`src/rtl/renode_bus_responder.sv`:
```
// Bus responder for co-simulation benches: scratch registers plus an interrupt
// status/set pair, answering each access after a fixed number of wait states.
//
// state  | meaning
// -------+----------------------------------------------------------
// S_IDLE | ready for a request; accepting one latches write/addr/wdata
// S_WAIT | counting down wait states before the response
// S_RESP | response presented until the controller takes it
module renode_bus_responder #(
   parameter logic [31:0] BaseAddress     = 32'h0000_1000,
   parameter int          RegCount        = 4,
   parameter int          WaitStates      = 2,
   parameter int          InterruptsCount = 1
) (
   input  logic                       clk,
   input  logic                       rst,
   input  logic                       req_valid,
   output logic                       req_ready,
   input  logic                       req_write,
   input  logic [31:0]                req_addr,
   input  logic [31:0]                req_wdata,
   output logic                       resp_valid,
   input  logic                       resp_ready,
   output logic                       resp_error,
   output logic [31:0]                resp_rdata,
   output logic [InterruptsCount-1:0] interrupts
);

   typedef enum logic [1:0] {S_IDLE, S_WAIT, S_RESP} state_t;

   localparam logic [7:0]  LP_WAIT_LOAD  = (WaitStates > 0) ? 8'(WaitStates - 1) : 8'd0;
   localparam logic [31:0] LP_STATUS_OFF = 32'(4 * RegCount);
   localparam logic [31:0] LP_SET_OFF    = 32'(4 * RegCount + 4);

   state_t                     r_state;
   state_t                     w_state_nxt;
   logic [7:0]                 r_count;
   logic                       r_write;
   logic [31:0]                r_addr;
   logic [31:0]                r_wdata;
   logic [31:0]                r_regs [RegCount];
   logic [InterruptsCount-1:0] r_irq;
   logic                       r_resp_error;
   logic [31:0]                r_resp_rdata;

   logic                       w_accept;
   logic                       w_commit;
   logic                       w_cur_write;
   logic [31:0]                w_cur_addr;
   logic [31:0]                w_cur_wdata;
   logic [31:0]                w_offset;
   logic                       w_err;
   logic                       w_is_status;
   logic                       w_is_set;
   logic [31:0]                w_rdata;

   always_ff @(posedge clk) begin
      if (rst) r_state <= S_IDLE;
      else     r_state <= w_state_nxt;
   end

   always_comb begin
      w_state_nxt = r_state;
      w_accept    = 1'b0;
      w_commit    = 1'b0;
      req_ready   = 1'b0;
      case (r_state)
         S_IDLE: begin
            req_ready = !rst;
            if (req_valid) begin
               w_accept = 1'b1;
               if (WaitStates == 0) begin
                  w_state_nxt = S_RESP;
                  w_commit    = 1'b1;
               end else begin
                  w_state_nxt = S_WAIT;
               end
            end
         end
         S_WAIT: begin
            if (r_count == 8'd0) begin
               w_state_nxt = S_RESP;
               w_commit    = 1'b1;
            end
         end
         S_RESP: begin
            if (resp_ready) w_state_nxt = S_IDLE;
         end
         default: w_state_nxt = S_IDLE;
      endcase
   end

   // With zero wait states the commit edge is the accept edge, so decode the live request.
   assign w_cur_write = (r_state == S_IDLE) ? req_write : r_write;
   assign w_cur_addr  = (r_state == S_IDLE) ? req_addr  : r_addr;
   assign w_cur_wdata = (r_state == S_IDLE) ? req_wdata : r_wdata;

   assign w_offset    = w_cur_addr - BaseAddress;
   assign w_err       = (w_cur_addr[1:0] != 2'b00) || (w_cur_addr < BaseAddress) ||
                        (w_offset > LP_SET_OFF);
   assign w_is_status = (w_offset == LP_STATUS_OFF);
   assign w_is_set    = (w_offset == LP_SET_OFF);

   always_comb begin
      w_rdata = '0;
      for (int i = 0; i < RegCount; i++) begin
         if (w_offset == 32'(4 * i)) w_rdata = r_regs[i];
      end
      if (w_is_status) w_rdata[InterruptsCount-1:0] = r_irq;
   end

   always_ff @(posedge clk) begin
      if (rst) begin
         r_count      <= 8'd0;
         r_write      <= 1'b0;
         r_addr       <= '0;
         r_wdata      <= '0;
         r_irq        <= '0;
         r_resp_error <= 1'b0;
         r_resp_rdata <= '0;
         for (int i = 0; i < RegCount; i++) r_regs[i] <= '0;
      end else begin
         if (w_accept) begin
            r_write <= req_write;
            r_addr  <= req_addr;
            r_wdata <= req_wdata;
            r_count <= LP_WAIT_LOAD;
         end else if (r_state == S_WAIT && r_count != 8'd0) begin
            r_count <= r_count - 8'd1;
         end
         if (w_commit) begin
            r_resp_error <= w_err;
            r_resp_rdata <= (w_err || w_cur_write) ? '0 : w_rdata;
            if (!w_err && w_cur_write) begin
               for (int i = 0; i < RegCount; i++) begin
                  if (w_offset == 32'(4 * i)) r_regs[i] <= w_cur_wdata;
               end
               if (w_is_status) r_irq <= r_irq & ~w_cur_wdata[InterruptsCount-1:0];
               if (w_is_set)    r_irq <= r_irq | w_cur_wdata[InterruptsCount-1:0];
            end
         end
      end
   end

   assign resp_valid = (r_state == S_RESP);
   assign resp_error = r_resp_error;
   assign resp_rdata = r_resp_rdata;
   assign interrupts = r_irq;

endmodule

```
`config.mk`:
```
export PLATFORM = sky130hd
export DESIGN_NAME = renode_bus_responder
export DESIGN_NICKNAME = d
export VERILOG_FILES = /design/src/rtl/renode_bus_responder.sv
export SDC_FILE = /design/constraint.sdc
export NUM_CORES = 1
export LEC_CHECK = 0
export ABC_AREA = 1
export ABC_CLOCK_PERIOD_IN_PS = 3600
export CORE_MARGIN = 2
export CORE_UTILIZATION = 55
export DETAILED_ROUTE_END_ITERATION = 10
export GPL_ROUTABILITY_DRIVEN = 0
export PLACE_DENSITY = 0.83
export SYNTH_ARGS = -nofsm -noshare
export SYNTH_HDL_FRONTEND = slang
export SYNTH_SLANG_ARGS = --single-unit
```
`constraint.sdc`:
```
create_clock -name clk -period 3.6 [get_ports clk]
set_input_delay 0.72 -clock clk [delete_from_list [all_inputs] [get_ports clk]]
set_output_delay 0.72 -clock clk [all_outputs]
set_load 0.02 [all_outputs]
```
# ---- Word level (Yosys, flattened, before mapping)
# Memory sizes are Yosys's and may differ from the RTL's.
# Cells that the tools add are included.
dict set report classes {
  add_sub_neg 2
  magnitude_cmp 2
  n_eq_ne 10
  mux 48
  bitwise 7
  n_reduce_logical 17
}
# cell n
set op_table {}
lappend op_table {{two-way mux 32 bit} 11}
lappend op_table {{== test 32 x 4 -> 1 bit, second input constant} 2}
lappend op_table {{== test 32 x 5 -> 1 bit, second input constant} 2}
lappend op_table {{two-way mux 1 bit} 33}
lappend op_table {{== test 32 x 3 -> 1 bit, second input constant} 1}
lappend op_table {{greater-than comparator 32 x 5 -> 1 bit, second input constant} 1}
lappend op_table {{logical NOT 32 bit} 1}
lappend op_table {{less-than comparator 32 x 13 -> 1 bit, second input constant} 1}
lappend op_table {{subtractor 32 x 13 -> 32 bit, second input constant} 1}
lappend op_table {{logical NOT 8 bit} 1}
lappend op_table {{nonzero test 8 bit} 1}
lappend op_table {{subtractor 8 x 1 -> 8 bit, second input constant} 1}
lappend op_table {{two-way mux 2 bit} 3}
lappend op_table {{one-hot mux 2 bit (3 select lines)} 1}
lappend op_table {{AND reduction 3 bit} 2}
lappend op_table {{nonzero test 2 bit} 3}
lappend op_table {{OR 1 bit} 5}
lappend op_table {{!= test 2 bit, second input constant} 2}
lappend op_table {{logical OR 1 bit} 3}
lappend op_table {{== test 2 x 1 -> 1 bit, second input constant} 1}
lappend op_table {{== test 2 bit, second input constant} 1}
lappend op_table {{logical AND 1 bit} 2}
lappend op_table {{logical NOT 1 bit} 2}
lappend op_table {{logical NOT 2 bit} 1}
lappend op_table {{4 further kinds} 4}
dict set report word_totals {
  reg_bits 109
  mem_bits_rw 128
  input_bits 69
  out_inout_bits 36
  wordCells 96
  n_memories 1
}
# memory words width rd rd_ports_with_merged_regs write_ports line_no
set mem_list {}
lappend mem_list {r_regs 4 32 4 0 4 41} ;# logic [31:0] r_regs [RegCount];

# ---- Depth between registers and ports, before layout
dict set report depth {
  word_depth 12
  mapped_depth 22
  depth_no_buf 21
}

# ---- Worst setup path after synthesis
# OpenSTA, ideal clock, no wires.
dict set report synth_path {
  kind {input -> register}
  start {input port req_addr[13]}
  end {memory r_regs[2][0] (enable)}
  arrival_ns 2.952
  t_required_ns 3.211
  setup_slack_ns 0.259
  cell_stages 17
  cell_sequence {nor2_1 > nand2_1 > nand2_2 > nand2_1 > nor2_2 > nand2_2 > inv_2 > nand3_1 > nand2_1 > nand2_1 > nor2_4 > nand3_4 > inv_4 > nand2_4 > nor2_8 > nand2_1 > nand2_1}
}
# element line_no
set synth_lines {}
lappend synth_lines {{start: declaration} 20} ;# input logic [31:0] req_addr,
lappend synth_lines {{end: declaration} 41}

==> results.ini <==
[sta]
max_slew_margin = 0.243
setup_tns_ps = 0
fin_ws_ps = 437
setup_viol = 0
period_minus_slack_ps = 3160
drv_slew = 0
fmax_mhz = 316
fin_crit_sh = 0.878
grt_setup_unrepaired = no
worst_pin_slew_ps = 1130
timing_hold_violations_final = 0
fin_skew_ps = 10.1

[floorplanning]
coreArea_um2 = 19500
fp.dieH_um = 145
die_width_um = 145
rows = 51
ios = 105
start_util = 0.562
dieArea_um2 = 21100

[global_routing]
grt_pass1_wl_um = 44500
grt_pass1_vias = 9214
grt_start_max_net_pins = 85
grtUsageTotal = 0.256
antenna_found_initial = 0
grt_overflow_total = 0

[clock_tree]
postCtsSetupBuffers = 0
clk_pin_slew_ps = 60
cts-resized-gates = 0
cts_tree = yes
htreeDepth = 1
cts_root_buffer = clkbuf_16
clock-sinks = 237
max-clock-path-buffers = 3
worstSkewPairLatency_ps = 520
cts_inserted_buffers = 24
cts_hold_buf = 0

[route]
routedWlPerCell_um = 16.0
first_pass_iters = 5
ant_nets = 0
vias_per_cell = 5.54
drc = 0
wl_um = 27300
vias = 9442
first_iter_violations = 869

[layout]
stdcell_area_um2 = 13100
fin_util = 0.672
final_nets = 1492
area_growth_pct = 19.5
final_cell_mix = nor2_1 (274), nand2_1 (272), edfxtp_1 (128)
final_common_cell = nor2_1
layout-drive-gt1-share = 0.0785
num_antenna_cells = 0

[synth]
synthArstFlopShare = 0
ys.flop_type = edfxtp_1
seq_area_frac_synth = 0.549
ys_seq_elements = 237
synth-edff-count = 128
syn_inst = 1326
yosys.cell_types.count = 40
syn_area_per_cell_um2 = 8.27
synth_area_um2 = 11000
syn_nets = 1397
yosys_warnings = 0

[critical_path]
worstPathArrival_ps = 3390
critPathRequiredTime_ps = 3830
path_max_fanout = 84
path_class = register to register
start_kind = register
end_kind = register

[min_path]
hold_path_class = register to register

[pwr]
p_seq_frac = 0.480
p_int_w = 0.00460
combPwrFrac = 0.137
max-vdd-ir-drop_mv = 0.509
p_clk_frac = 0.382
power.total_w = 0.00630
switching_share = 0.270
powerDensity_nw_per_um2 = 480
p_sw_w = 0.00170
power_leakage_nw = 5.33

[flow_run]
max_cap_viol_count = 0

[status]
status = finished, final reports clean

[placement]
dp_hpwl_um = 17500
port_buffers = 104
pre_cts_slack_ps = 73.5
post_dp_cell_area_um2 = 12400

==> routing by layer <==
| metal | track usage | vias up | routed length (um) |
|---|---|---|---|
| met5 | 0 | - | 0 |
| met4 | 0.0936 | 0 | 696 |
| met2 | 0.453 | 415 | 13600 |
| met3 | 0.0355 | 68 | 1970 |
| met1 | 0.320 | 4390 | 11000 |
| li1 | - | 4569 | - |
==> sequential cells by signal, summed over array words and instances, names as in the netlist, named ones only <==
register    count
r_regs        128
r_addr         32
r_wdata        32
resp_rdata     32
r_count         8
r_state         2
r_write         1
resp_error      1
==> worst max-delay path: stages, from the launching register on <==
cell	delay, ps
dfxtp_1	370
nor2_4	160
buf_12	280
o21ai_1	190
nor2_1	180
nand2_1	100
nor2_1	200
nand3_1	110
nand2_1	80
nand2_1	80
nor2_4	150
nand3_4	120
inv_4	90
nand3_1	150
inv_2	140
nand2_1	60
nand2_1	170
buf_12	200
==> stage by stage <==
step / instances / hold WS [ps]
after CTS: 1704 / 454
after global placement: 1660 / 433
after floorplan: 1326 / 423
after global routing: 1704 / 467
after detailed placement: 1660 / 441
final: 1704 / 453
==> worst paths after layout <==
kind	startpoint	end	slack, ps	cells after the start
min reg2reg	r_wdata[4]	r_wdata[4]	450	2
max reg2reg	r_state[1]	r_regs[3][17]	440	17
max	r_state[1]	r_regs[3][17]	440	17
min	r_wdata[4]	r_wdata[4]	450	2
==> logic make-up after synthesis <==
kind of cell,share of synthesized area
compound gates,0.111
xor+xnor,0.000798
fa+ha+maj,0.00228
buf+inv,0.0740
flops,0.549
simple gates,0.263
==> area by class of cell <==
type | instances | area, um^2
clock buffer | 33 | 664
tap | 265 | 332
fill | 1546 | 6410
clock inverter | 11 | 95.1
inverter | 107 | 404
timing repair buffer | 141 | 1460
sequential | 237 | 6030
multi-input combinational | 910 | 4140
==> power by group through the flow <==
stage	clock network, W	logic (W)	registers (W)
6_report	0.00241	0.000865	0.00303
3_5_place_dp	0	0.000853	0.00308
5_1_grt	0.00254	0.000967	0.00304
2_1_floorplan	0	0.000569	0.00307
3_3_place_gp	0	0.000832	0.00307
4_1_cts	0.00243	0.000861	0.00302
==> cells in the mapped netlist (3+ instances only) <==
master      n  area, um^2
buf_2      17        85.1
edfxtp_1  128        3840
o21ai_0   106         531
clkbuf_1   37         139
nand2_2     5        31.3
dfxtp_1   109        2180
nor2_1    276        1040
o211ai_1   32         240
buf_6      15         169
nand4_1    12        75.1
inv_1      93         349
nand3_1    92         460
inv_2      12        45.0
nor3_1      7        35.0
o22ai_1     4        25.0
or2_2       3        18.8
nand2_1   272        1020
a21oi_1    58         290
nor2_2      3        18.8
o21ai_1    17        85.1
nand3_4     5        87.6
Note: power is estimated with default switching activity, not from simulation.
